[src/rtl/decoder38_seq_pkg.sv]
// decoder38_seq_pkg
// Shared definitions for the sequenced 3-to-8 decoder:
//   state_t      - FSM state encoding (S_IDLE / S_DRIVE / S_GAP)
//   LINE_IDLE    - all-high output pattern (no line selected)
//   CODE_W       - width of an encoded request
//   FIFO_DEPTH   - request buffer depth
//   code_to_line - active-low code to active-low one-hot line pattern
package decoder38_seq_pkg;

  typedef enum logic [1:0] {
    S_IDLE  = 2'd0,
    S_DRIVE = 2'd1,
    S_GAP   = 2'd2
  } state_t;

  localparam logic [7:0] LINE_IDLE  = 8'hFF;
  localparam int         CODE_W     = 3;
  localparam int         FIFO_DEPTH = 2;

  // The code arrives in the encoder's active-low form, so line n = ~code.
  // The result has exactly one low bit.
  function automatic logic [7:0] code_to_line(input logic [CODE_W-1:0] code);
    logic [7:0]        line;
    logic [CODE_W-1:0] idx;
    idx       = ~code;
    line      = LINE_IDLE;
    line[idx] = 1'b0;
    return line;
  endfunction

endpackage

[src/rtl/decoder38_seq_fifo2_code.sv]
// fifo2_code
// Two-entry, 3-bit synchronous FIFO holding pending decoder requests.
// Ports:
//   clk       in   clock
//   flush     in   synchronous clear of all entries (reset or blanking)
//   push      in   write push_data (ignored when full)
//   push_data in   code to store
//   pop       in   drop the head entry (ignored when empty)
//   pop_data  out  head entry, valid while empty = 0
//   full      out  both entries occupied
//   empty     out  no entries occupied
module fifo2_code
  import decoder38_seq_pkg::*;
(
  input  logic              clk,
  input  logic              flush,
  input  logic              push,
  input  logic [CODE_W-1:0] push_data,
  input  logic              pop,
  output logic [CODE_W-1:0] pop_data,
  output logic              full,
  output logic              empty
);

  logic [CODE_W-1:0] mem_reg [FIFO_DEPTH];
  logic              wr_ptr_reg;
  logic              rd_ptr_reg;
  logic [1:0]        count_reg;
  logic              push_en;
  logic              pop_en;

  assign full     = (count_reg == 2'd2);
  assign empty    = (count_reg == 2'd0);
  assign push_en  = push && !full;
  assign pop_en   = pop && !empty;
  assign pop_data = mem_reg[rd_ptr_reg];

  // Storage needs no clearing: an entry is only read after it was written.
  for (genvar gi = 0; gi < FIFO_DEPTH; gi++) begin : g_entry
    always_ff @(posedge clk) begin
      if (!flush && push_en && (wr_ptr_reg == 1'(gi))) begin
        mem_reg[gi] <= push_data;
      end
    end
  end

  always_ff @(posedge clk) begin
    if (flush) begin
      wr_ptr_reg <= 1'b0;
      rd_ptr_reg <= 1'b0;
      count_reg  <= 2'd0;
    end else begin
      if (push_en) begin
        wr_ptr_reg <= ~wr_ptr_reg;
      end
      if (pop_en) begin
        rd_ptr_reg <= ~rd_ptr_reg;
      end
      count_reg <= count_reg + 2'(push_en) - 2'(pop_en);
    end
  end

endmodule

[src/rtl/decoder38_seq.sv]
// decoder38_seq
// Sequenced 3-to-8 decoder. Active-low codes are accepted over a
// ready/valid handshake into a 2-entry FIFO; each one drives its
// active-low line for HOLD cycles, with one all-high gap cycle between
// consecutive lines.
// Parameters:
//   HOLD    cycles each line is held low (1..255)
//   HOLD_W  hold counter width
// Ports:
//   iClk    in   clock
//   iRst    in   synchronous active-high reset
//   iEI     in   active-low enable; 1 blanks outputs and flushes requests
//   iData   in   active-low code (111 -> line 0, 000 -> line 7)
//   iValid  in   request strobe
//   oReady  out  combinational: FIFO not full and iEI = 0
//   oData   out  registered active-low one-hot line, 8'hFF when idle
//   oDone   out  registered one-cycle pulse after a line is released
//   oBusy   out  registered; FSM active or requests pending
module decoder38_seq
  import decoder38_seq_pkg::*;
#(
  parameter int HOLD   = 4,
  parameter int HOLD_W = 8
) (
  input  logic              iClk,
  input  logic              iRst,
  input  logic              iEI,
  input  logic [CODE_W-1:0] iData,
  input  logic              iValid,
  output logic              oReady,
  output logic [7:0]        oData,
  output logic              oDone,
  output logic              oBusy
);

  localparam logic [HOLD_W-1:0] HOLD_LOAD = HOLD_W'(HOLD - 1);

  state_t            state_reg, state_next;
  logic [HOLD_W-1:0] hold_reg, hold_next;
  logic [7:0]        line_reg, line_next;
  logic              done_reg, done_next;
  logic              busy_reg, busy_next;

  logic              fifo_push;
  logic              fifo_pop;
  logic [CODE_W-1:0] fifo_head;
  logic              fifo_full;
  logic              fifo_empty;

  // Readiness uses occupancy before any same-cycle pop.
  assign oReady    = !fifo_full && !iEI;
  assign fifo_push = iValid && oReady;

  fifo2_code u_fifo (
    .clk       (iClk),
    .flush     (iRst | iEI),
    .push      (fifo_push),
    .push_data (iData),
    .pop       (fifo_pop),
    .pop_data  (fifo_head),
    .full      (fifo_full),
    .empty     (fifo_empty)
  );

  always_comb begin
    state_next = state_reg;
    hold_next  = hold_reg;
    line_next  = line_reg;
    done_next  = 1'b0;
    busy_next  = 1'b0;
    fifo_pop   = 1'b0;

    case (state_reg)
      S_IDLE, S_GAP: begin
        if (!fifo_empty) begin
          fifo_pop   = 1'b1;
          hold_next  = HOLD_LOAD;
          line_next  = code_to_line(fifo_head);
          state_next = S_DRIVE;
        end else begin
          state_next = S_IDLE;
        end
      end
      S_DRIVE: begin
        if (hold_reg != '0) begin
          hold_next = hold_reg - HOLD_W'(1);
        end else begin
          // Release first; the gap state gives break-before-make.
          line_next  = LINE_IDLE;
          done_next  = 1'b1;
          state_next = fifo_empty ? S_IDLE : S_GAP;
        end
      end
      default: begin
        line_next  = LINE_IDLE;
        state_next = S_IDLE;
      end
    endcase

    // Busy reflects work known before this edge; a code pushed on the
    // same edge becomes visible one edge later.
    busy_next = (state_next != S_IDLE) || !fifo_empty;

    if (iEI) begin
      fifo_pop   = 1'b0;
      state_next = S_IDLE;
      line_next  = LINE_IDLE;
      done_next  = 1'b0;
      busy_next  = 1'b0;
    end
  end

  always_ff @(posedge iClk) begin
    if (iRst) begin
      state_reg <= S_IDLE;
      hold_reg  <= '0;
      line_reg  <= LINE_IDLE;
      done_reg  <= 1'b0;
      busy_reg  <= 1'b0;
    end else begin
      state_reg <= state_next;
      hold_reg  <= hold_next;
      line_reg  <= line_next;
      done_reg  <= done_next;
      busy_reg  <= busy_next;
    end
  end

  assign oData = line_reg;
  assign oDone = done_reg;
  assign oBusy = busy_reg;

endmodule

[config.mk]
export PLATFORM = sky130hd
export DESIGN_NAME = decoder38_seq
export DESIGN_NICKNAME = d
export VERILOG_FILES = /design/src/rtl/decoder38_seq_pkg.sv /design/src/rtl/decoder38_seq_fifo2_code.sv /design/src/rtl/decoder38_seq.sv
export SDC_FILE = /design/constraint.sdc
export NUM_CORES = 1
export LEC_CHECK = 0
export BUFFER_PORTS_ARGS = -buffer_cell sky130_fd_sc_hd__buf_4
export CAP_MARGIN = 20
export CORE_MARGIN = 5
export CORE_UTILIZATION = 35
export CTS_BUF_LIST = sky130_fd_sc_hd__clkbuf_8 sky130_fd_sc_hd__clkbuf_16
export DETAILED_ROUTE_END_ITERATION = 12
export PLACE_DENSITY = 0.6
export SLEW_MARGIN = 20
export SYNTH_ARGS = -nofsm -noshare
export SYNTH_HDL_FRONTEND = slang
export SYNTH_HIERARCHICAL = 1
export SYNTH_SLANG_ARGS = --single-unit
[constraint.sdc]
create_clock -name iClk -period 2.1 [get_ports iClk]
set_clock_uncertainty 0.15 [all_clocks]
set_input_delay 0.105 -clock iClk [delete_from_list [all_inputs] [get_ports iClk]]
set_output_delay 0.105 -clock iClk [all_outputs]
set_load 0.03 [all_outputs]
==> results of run 1 <==
==> stage by stage <==
stage                     instances  power, W  setup WS, ps  setup TNS [ps]  area, um2
final                           222   0.00130          72.9               0       1790
after global routing            222   0.00135         -1.28           -1.28       1790
after CTS                       222   0.00132          3.35               0       1780
after detailed placement        210  0.000742          11.9               0       1640
after global placement          210  0.000738           173               0       1640
after floorplan                 142  0.000708          48.1               0       1430
==> cells in the mapped netlist, drive strengths merged, types with 5 or more instances <==
master | count | area share
a21oi | 5 | 0.028
edfxtp | 6 | 0.13
dfxtp | 25 | 0.35
mux2i | 9 | 0.063
nor3 | 11 | 0.039
nor2 | 28 | 0.074
nand2 | 6 | 0.016
nand2b | 5 | 0.027
==> per-layer routing <==
layer / global-route usage / routed length (um)
met4: 0.0322 / 31
met5: 0 / 0
met2: 0.194 / 1410
met3: 0.0424 / 135
met1: 0.130 / 1250
==> worst reg2reg max path: stages, from the launching register on <==
cell      delay, ps
dfxtp_2         340
nor2b_4         140
nor2_4          120
and2_4          160
nand2b_4         70
ha_1            270
inv_1            40
ha_1            180
xor2_1          160
and2_2          200
nor3_2          120
==> power by group through the flow <==
stage | combinational [W] | sequential [W] | clock [W]
after floorplan | 0.0000728 | 0.000636 | 0
after global placement | 0.000103 | 0.000635 | 0
after detailed placement | 0.000107 | 0.000635 | 0
after CTS | 0.000114 | 0.000622 | 0.000583
after global routing | 0.000126 | 0.000623 | 0.000603
final | 0.000114 | 0.000622 | 0.000561
==> area by class of cell <==
cell class | instances | area (um2) | area share
clock inverter | 3 | 38.8 | 0.0216
inverter | 4 | 15.0 | 0.00837
tap | 50 | 62.6 | 0.0349
sequential | 31 | 683 | 0.381
timing repair buffer | 23 | 183 | 0.102
multi-input combinational | 106 | 742 | 0.414
clock buffer | 5 | 68.8 | 0.0384
==> repair_timing <==
item | 4_1_cts | 5_1_grt
resized for setup | 1 | 3
endpoints found under the setup margin | 1 | 1
hold buffers | 4 | 0
endpoints found under the hold margin | 9 | 0
==> worst min-delay path by stage <==
stage,start,to
finish,iValid,u_fifo/wr_ptr_reg
global route,iValid,u_fifo/wr_ptr_reg
CTS,iEI,oData[4]
detailed placement,iData[0],u_fifo/mem_reg[0][0]
global placement,iData[1],u_fifo/mem_reg[1][1]
floorplan,iRst,hold_reg[0]
==> cell families (layout without fill, tap and decap cells) <==
kind of cell             after synthesis  count (layout)  share of synthesized area
XOR/XNOR                               5               5                     0.0307
adder cells (fa/ha/maj)                4               4                     0.0351
AO/OA/AOI/OAI                         14              14                     0.0842
multiplexers                          13              13                     0.0974
flip-flops                            31              31                      0.477
buffers and inverters                  5              35                     0.0132
AND/OR/NAND/NOR                       70              70                      0.262
==> results.sh, run 1 <==
export IMPL_seq_area_frac_synth=0.477
export IMPL_drtAntennaViolNets=0
export IMPL_cts_setup_buffers=0
export IMPL_switching_share=0.221
export IMPL_drcViolationCount=0
export IMPL_initial_core_util=0.359
export IMPL_dp_hpwl_um=2110
export IMPL_grt_pass1_vias=1081
export IMPL_final_util=0.451
export IMPL_endpoint_kind="flop"
export IMPL_port_buffers=17
export IMPL_maxSlewHeadroom=0.654
export IMPL_regToRegEndpoint="u_fifo/count_reg[1]"
export IMPL_core_area_um2=3970
export IMPL_antenna_found_initial=0
export IMPL_cp_num_cells=10
export IMPL_cts_max_level=2
export IMPL_num_vias=1085
export IMPL_fillCellCount=386
export IMPL_combinationalPowerShare=0.088
export IMPL_grtUsageTotal=0.113
export IMPL_numClockSinks=31
export IMPL_max_stage_delay_ps=340
export IMPL_setup_viol=0
export IMPL_antenna_cells=0
export IMPL_critPathKind="flop to flop"
export IMPL_grt_max_degree=17
export IMPL_powerDensity_nw_per_um2=724
export IMPL_avgSynthCellArea_um2=10.0
export IMPL_hold_class="primary input to flop"
export IMPL_critPathArrivalTime_ps=2070
export IMPL_synth_area_um2=1430
export IMPL_switching_power_w=0.000286
export IMPL_synth_nets=153
export IMPL_cp_startpoint="u_fifo/count_reg[1]"
export IMPL_gp_congestion=0.810
export IMPL_synth_distinct_cells=40
export IMPL_cpMaxStageDelayCell="dfxtp_2"
export IMPL_yosysWarnings=6
export IMPL_drtIter0Drc=53
export IMPL_internal_power_w=0.00101
export IMPL_critical_path_required_ps=2140
export IMPL_max_freq_mhz=493
export IMPL_grt_remaining_overflow=0
export IMPL_final_cell_mix="27 x nor2_1, 23 x dfxtp_1, 19 x buf_4"
export IMPL_num_rows=23
export IMPL_syn2layout_area_growth_pct=25.7
export IMPL_fin_crit_ps=2030
export IMPL_synth_ff_latch_count=31
export IMPL_crit_buf_inv=1
export IMPL_netlist_instances=142
export IMPL_p_leak_nw=0.666
export IMPL_routed_wl_um=2840
export IMPL_critPathMaxFanout=5
export IMPL_min_period_over_period=0.965
export IMPL_pwr_share_clk=0.433
export IMPL_clkTransAtPathRegs_ps=60
export IMPL_crit_end="u_fifo/count_reg[1]"
export IMPL_r2r_start="u_fifo/count_reg[1]"
export IMPL_layout_commonest_cell="nor2_1"
export IMPL_path_cells="nor2b_4, nor2_4, and2_4, nand2b_4, ha_1, inv_1, ha_1, xor2_1, and2_2, nor3_2"
export IMPL_drv_slew=0
export IMPL_holdWs_ps=177
export IMPL_via_per_inst=4.89
export IMPL_grt_pass1_wl_um=4730
export IMPL_reg2reg_slack_ps=70
export IMPL_routedWlPerCell_um=12.8
export IMPL_synth_edf_count=6
export IMPL_die_y_um=73.8
export IMPL_first_pass_iters=4
export IMPL_drive_gt1_frac=0.267
export IMPL_dieArea_um2=5450
export IMPL_io_pins=18
export IMPL_seqPwrFrac=0.479
export IMPL_clock_path_buffers=2
export IMPL_die_w_um=73.8
export IMPL_cp_top_family="simple AND/OR/NAND/NOR gates"
export IMPL_reg2reg_depth=10
export IMPL_hold_path_depth=4
export IMPL_cp_start_kind="flop"
export IMPL_vdd_drop_max_mv=0.462
export IMPL_cts_root_buf="clkbuf_8"
export IMPL_synth_flop_cell="dfxtp_1"
export IMPL_synthArstFlopShare=0
export IMPL_tritoncts="done"
export IMPL_clock_latency_ps=270
export IMPL_nets=182
export IMPL_status="finished, final reports clean"
export IMPL_crit_top_cell="ha_1"
export IMPL_drv_cap=0
export IMPL_finalHoldViolCount=0
export IMPL_worst_slew_pin_slew_ps=517
export IMPL_numCtsBuffers=5
(Power assumes the default switching activity.)
==> run 2: changes to the inputs <==
--- a/config.mk
+++ b/config.mk
@@ -15,5 +15,4 @@
 export SLEW_MARGIN = 20
 export SYNTH_ARGS = -nofsm -noshare
 export SYNTH_HDL_FRONTEND = slang
-export SYNTH_HIERARCHICAL = 1
 export SYNTH_SLANG_ARGS = --single-unit
==> results.sh, run 2 <==
export IMPL_status="finished, final reports clean"
export IMPL_numClockSinks=31
export IMPL_synth_top_area_cell="dfxtp_1"
export IMPL_finalHoldViolCount=0
export IMPL_yosysMostFrequentCell="dfxtp_1"
export IMPL_syn2layout_area_growth_pct=22.4
export IMPL_yosysWarnings=0
export IMPL_numCtsBuffers=5
export IMPL_drtIter0Drc=68
export IMPL_synth_nets=161
export IMPL_drtAntennaViolNets=0
export IMPL_fin_ws_ps=156
export IMPL_die_w_um=74.7
export IMPL_dieArea_um2=5580
export IMPL_layout_commonest_cell="dfxtp_1"
export IMPL_setup_viol=0
export IMPL_clkTransAtPathRegs_ps=70
export IMPL_seq_area_frac_synth=0.464
export IMPL_netlist_instances=150
export IMPL_cts_root_buf="clkbuf_8"
export IMPL_critPathKind="flop to flop"
export IMPL_synth_edf_count=6
export IMPL_routedWlPerCell_um=14.9
export IMPL_synthArstFlopShare=0
export IMPL_routed_wl_um=3370
export IMPL_dp_slack_ps=69.1
export IMPL_endpoint_kind="flop"
export IMPL_grt_remaining_overflow=0
export IMPL_maxSlewHeadroom=0.525
export IMPL_io_pins=18
export IMPL_reg2reg_depth=8
export IMPL_max_freq_mhz=514
export IMPL_drv_slew=0
export IMPL_synth_common_cells="25 x dfxtp_1, 19 x nor4_1, 10 x inv_1, 10 x nor2_1"
export IMPL_fin_setup_tns_ps=0
export IMPL_critPathArrivalTime_ps=1960
export IMPL_final_cell_mix="25 x dfxtp_1, 21 x buf_4, 19 x nor4_1"
export IMPL_fillCellCount=403
export IMPL_first_pass_iters=6
export IMPL_antenna_found_initial=0
export IMPL_p_leak_nw=0.658
export IMPL_regToRegEndpoint="u_fifo.count_reg[1]"
export IMPL_grt_max_degree=20
export IMPL_tritoncts="done"
export IMPL_core_area_um2=4030
export IMPL_grtUsageTotal=0.132
export IMPL_cp_start_kind="flop"
export IMPL_dp_hpwl_um=2470
export IMPL_critPathMaxFanout=7
export IMPL_drcViolationCount=0
export IMPL_num_rows=23
export IMPL_hold_start="iValid"
export IMPL_antenna_cells=0
export IMPL_powerDensity_nw_per_um2=690
export IMPL_r2r_start="u_fifo.count_reg[1]"
export IMPL_critical_path_required_ps=2120
export IMPL_nets=186
export IMPL_synth_area_leaders="dfxtp_1 34%, edfxtp_1 12%, nor4_1 8.1%"
export IMPL_gp_congestion=0.816
export IMPL_fin_crit_ps=1940
export IMPL_die_y_um=74.7
export IMPL_via_per_inst=5.55
export IMPL_drv_cap=0
export IMPL_drive_gt1_frac=0.199
export IMPL_initial_core_util=0.364
export IMPL_synth_distinct_cells=45
export IMPL_synth_top_area_frac=0.341
export IMPL_synth_area_um2=1470
export IMPL_worst_slew_pin_slew_ps=712
export IMPL_num_vias=1255
export IMPL_avgSynthCellArea_um2=9.78
export IMPL_synth_flop_cell="dfxtp_1"
export IMPL_vdd_drop_max_mv=0.279
export IMPL_min_to="u_fifo.wr_ptr_reg"
export IMPL_hold_class="primary input to flop"
export IMPL_reg2reg_slack_ps=160
export IMPL_port_buffers=17
export IMPL_grt_pass1_vias=1257
export IMPL_cts_max_level=2
export IMPL_hold_path_depth=4
export IMPL_rsz0062_at_grt="false"
export IMPL_clock_path_buffers=2
export IMPL_synth_ff_latch_count=31
export IMPL_grt_pass1_wl_um=5560
export IMPL_min_period_over_period=0.926
export IMPL_clock_latency_ps=290
run 2: kinds of logic after synthesis:
| kind of cell | synth area share |
|---|---|
| XOR/XNOR | 0.0119 |
| multiplexers | 0.0222 |
| AND/OR/NAND/NOR | 0.255 |
| buffers and inverters | 0.0521 |
| AO/OA/AOI/OAI | 0.160 |
| adder cells (fa/ha/maj) | 0.0341 |
| flip-flops | 0.464 |
run 2: per-layer routing:
| metal | GRT usage | vias to the layer above | share of wire |
|---|---|---|---|
| li1 | - | 626 | - |
| met1 | 0.151 | 584 | 0.43 |
| met2 | 0.217 | 38 | 0.49 |
| met3 | 0.0521 | 7 | 0.062 |
| met4 | 0.0573 | 0 | 0.023 |
| met5 | 0 | - | 0 |
run 2: worst max path at each step:
| stage | from | cells after the start | slack [ps] | end |
|---|---|---|---|---|
| after floorplan | u_fifo.count_reg[1] | 8 | 360 | u_fifo.count_reg[1] |
| after global placement | hold_reg[0] | 5 | 160 | oData[5] |
| after detailed placement | hold_reg[0] | 5 | 70 | oData[3] |
| after CTS | hold_reg[0] | 5 | 30 | oData[4] |
| after global routing | u_fifo.count_reg[1] | 8 | 20 | u_fifo.count_reg[1] |
| final | u_fifo.count_reg[1] | 8 | 160 | u_fifo.count_reg[1] |
run 2: where the power goes:
group          internal (W)  leakage, nW  total (W)  switching, W
combinational     0.0000614        0.355   0.000155     0.0000932
clock              0.000226       0.0453   0.000453      0.000226
sequential         0.000619        0.257   0.000631     0.0000113
run 2: area by class of cell:
type / instances / area [um2] / area share
Tap cell: 50 / 62.6 / 0.0349
Clock buffer: 5 / 68.8 / 0.0384
Timing Repair Buffer: 26 / 208 / 0.116
Inverter: 10 / 37.5 / 0.0209
Sequential cell: 31 / 681 / 0.379
Clock inverter: 3 / 16.3 / 0.00907
Multi-Input combinational cell: 101 / 721 / 0.402
run 2: metrics by stage:
stage / instances / total power [W] / cell area (um2) / hold WS (ps) / utilization
final: 226 / 0.00124 / 1790 / 55.0 / 0.445
after CTS: 226 / 0.00124 / 1780 / 49.1 / 0.443
after global routing: 226 / 0.00129 / 1790 / 77.7 / 0.445
after detailed placement: 213 / 0.000786 / 1650 / 142 / 0.409
after global placement: 213 / 0.000778 / 1650 / 141 / 0.409
after floorplan: 150 / 0.000744 / 1470 / 33.7 / -
run 2: worst max-delay path, stage by stage (launching register included):
cell and delay, ps:
dfxtp_1 360, o21bai_2 330, nor2_1 80, ha_1 310, inv_1 60, ha_1 150
xor2_1 180, and2_1 150, nor3_1 40
run 2: what timing repair did:
item / CTS / global route
gates resized for setup: 0 / 2
hold endpoints to repair: 8 / 0
hold buffers: 5 / 0
setup endpoints to repair: 0 / 11
setup buffers: 0 / 0
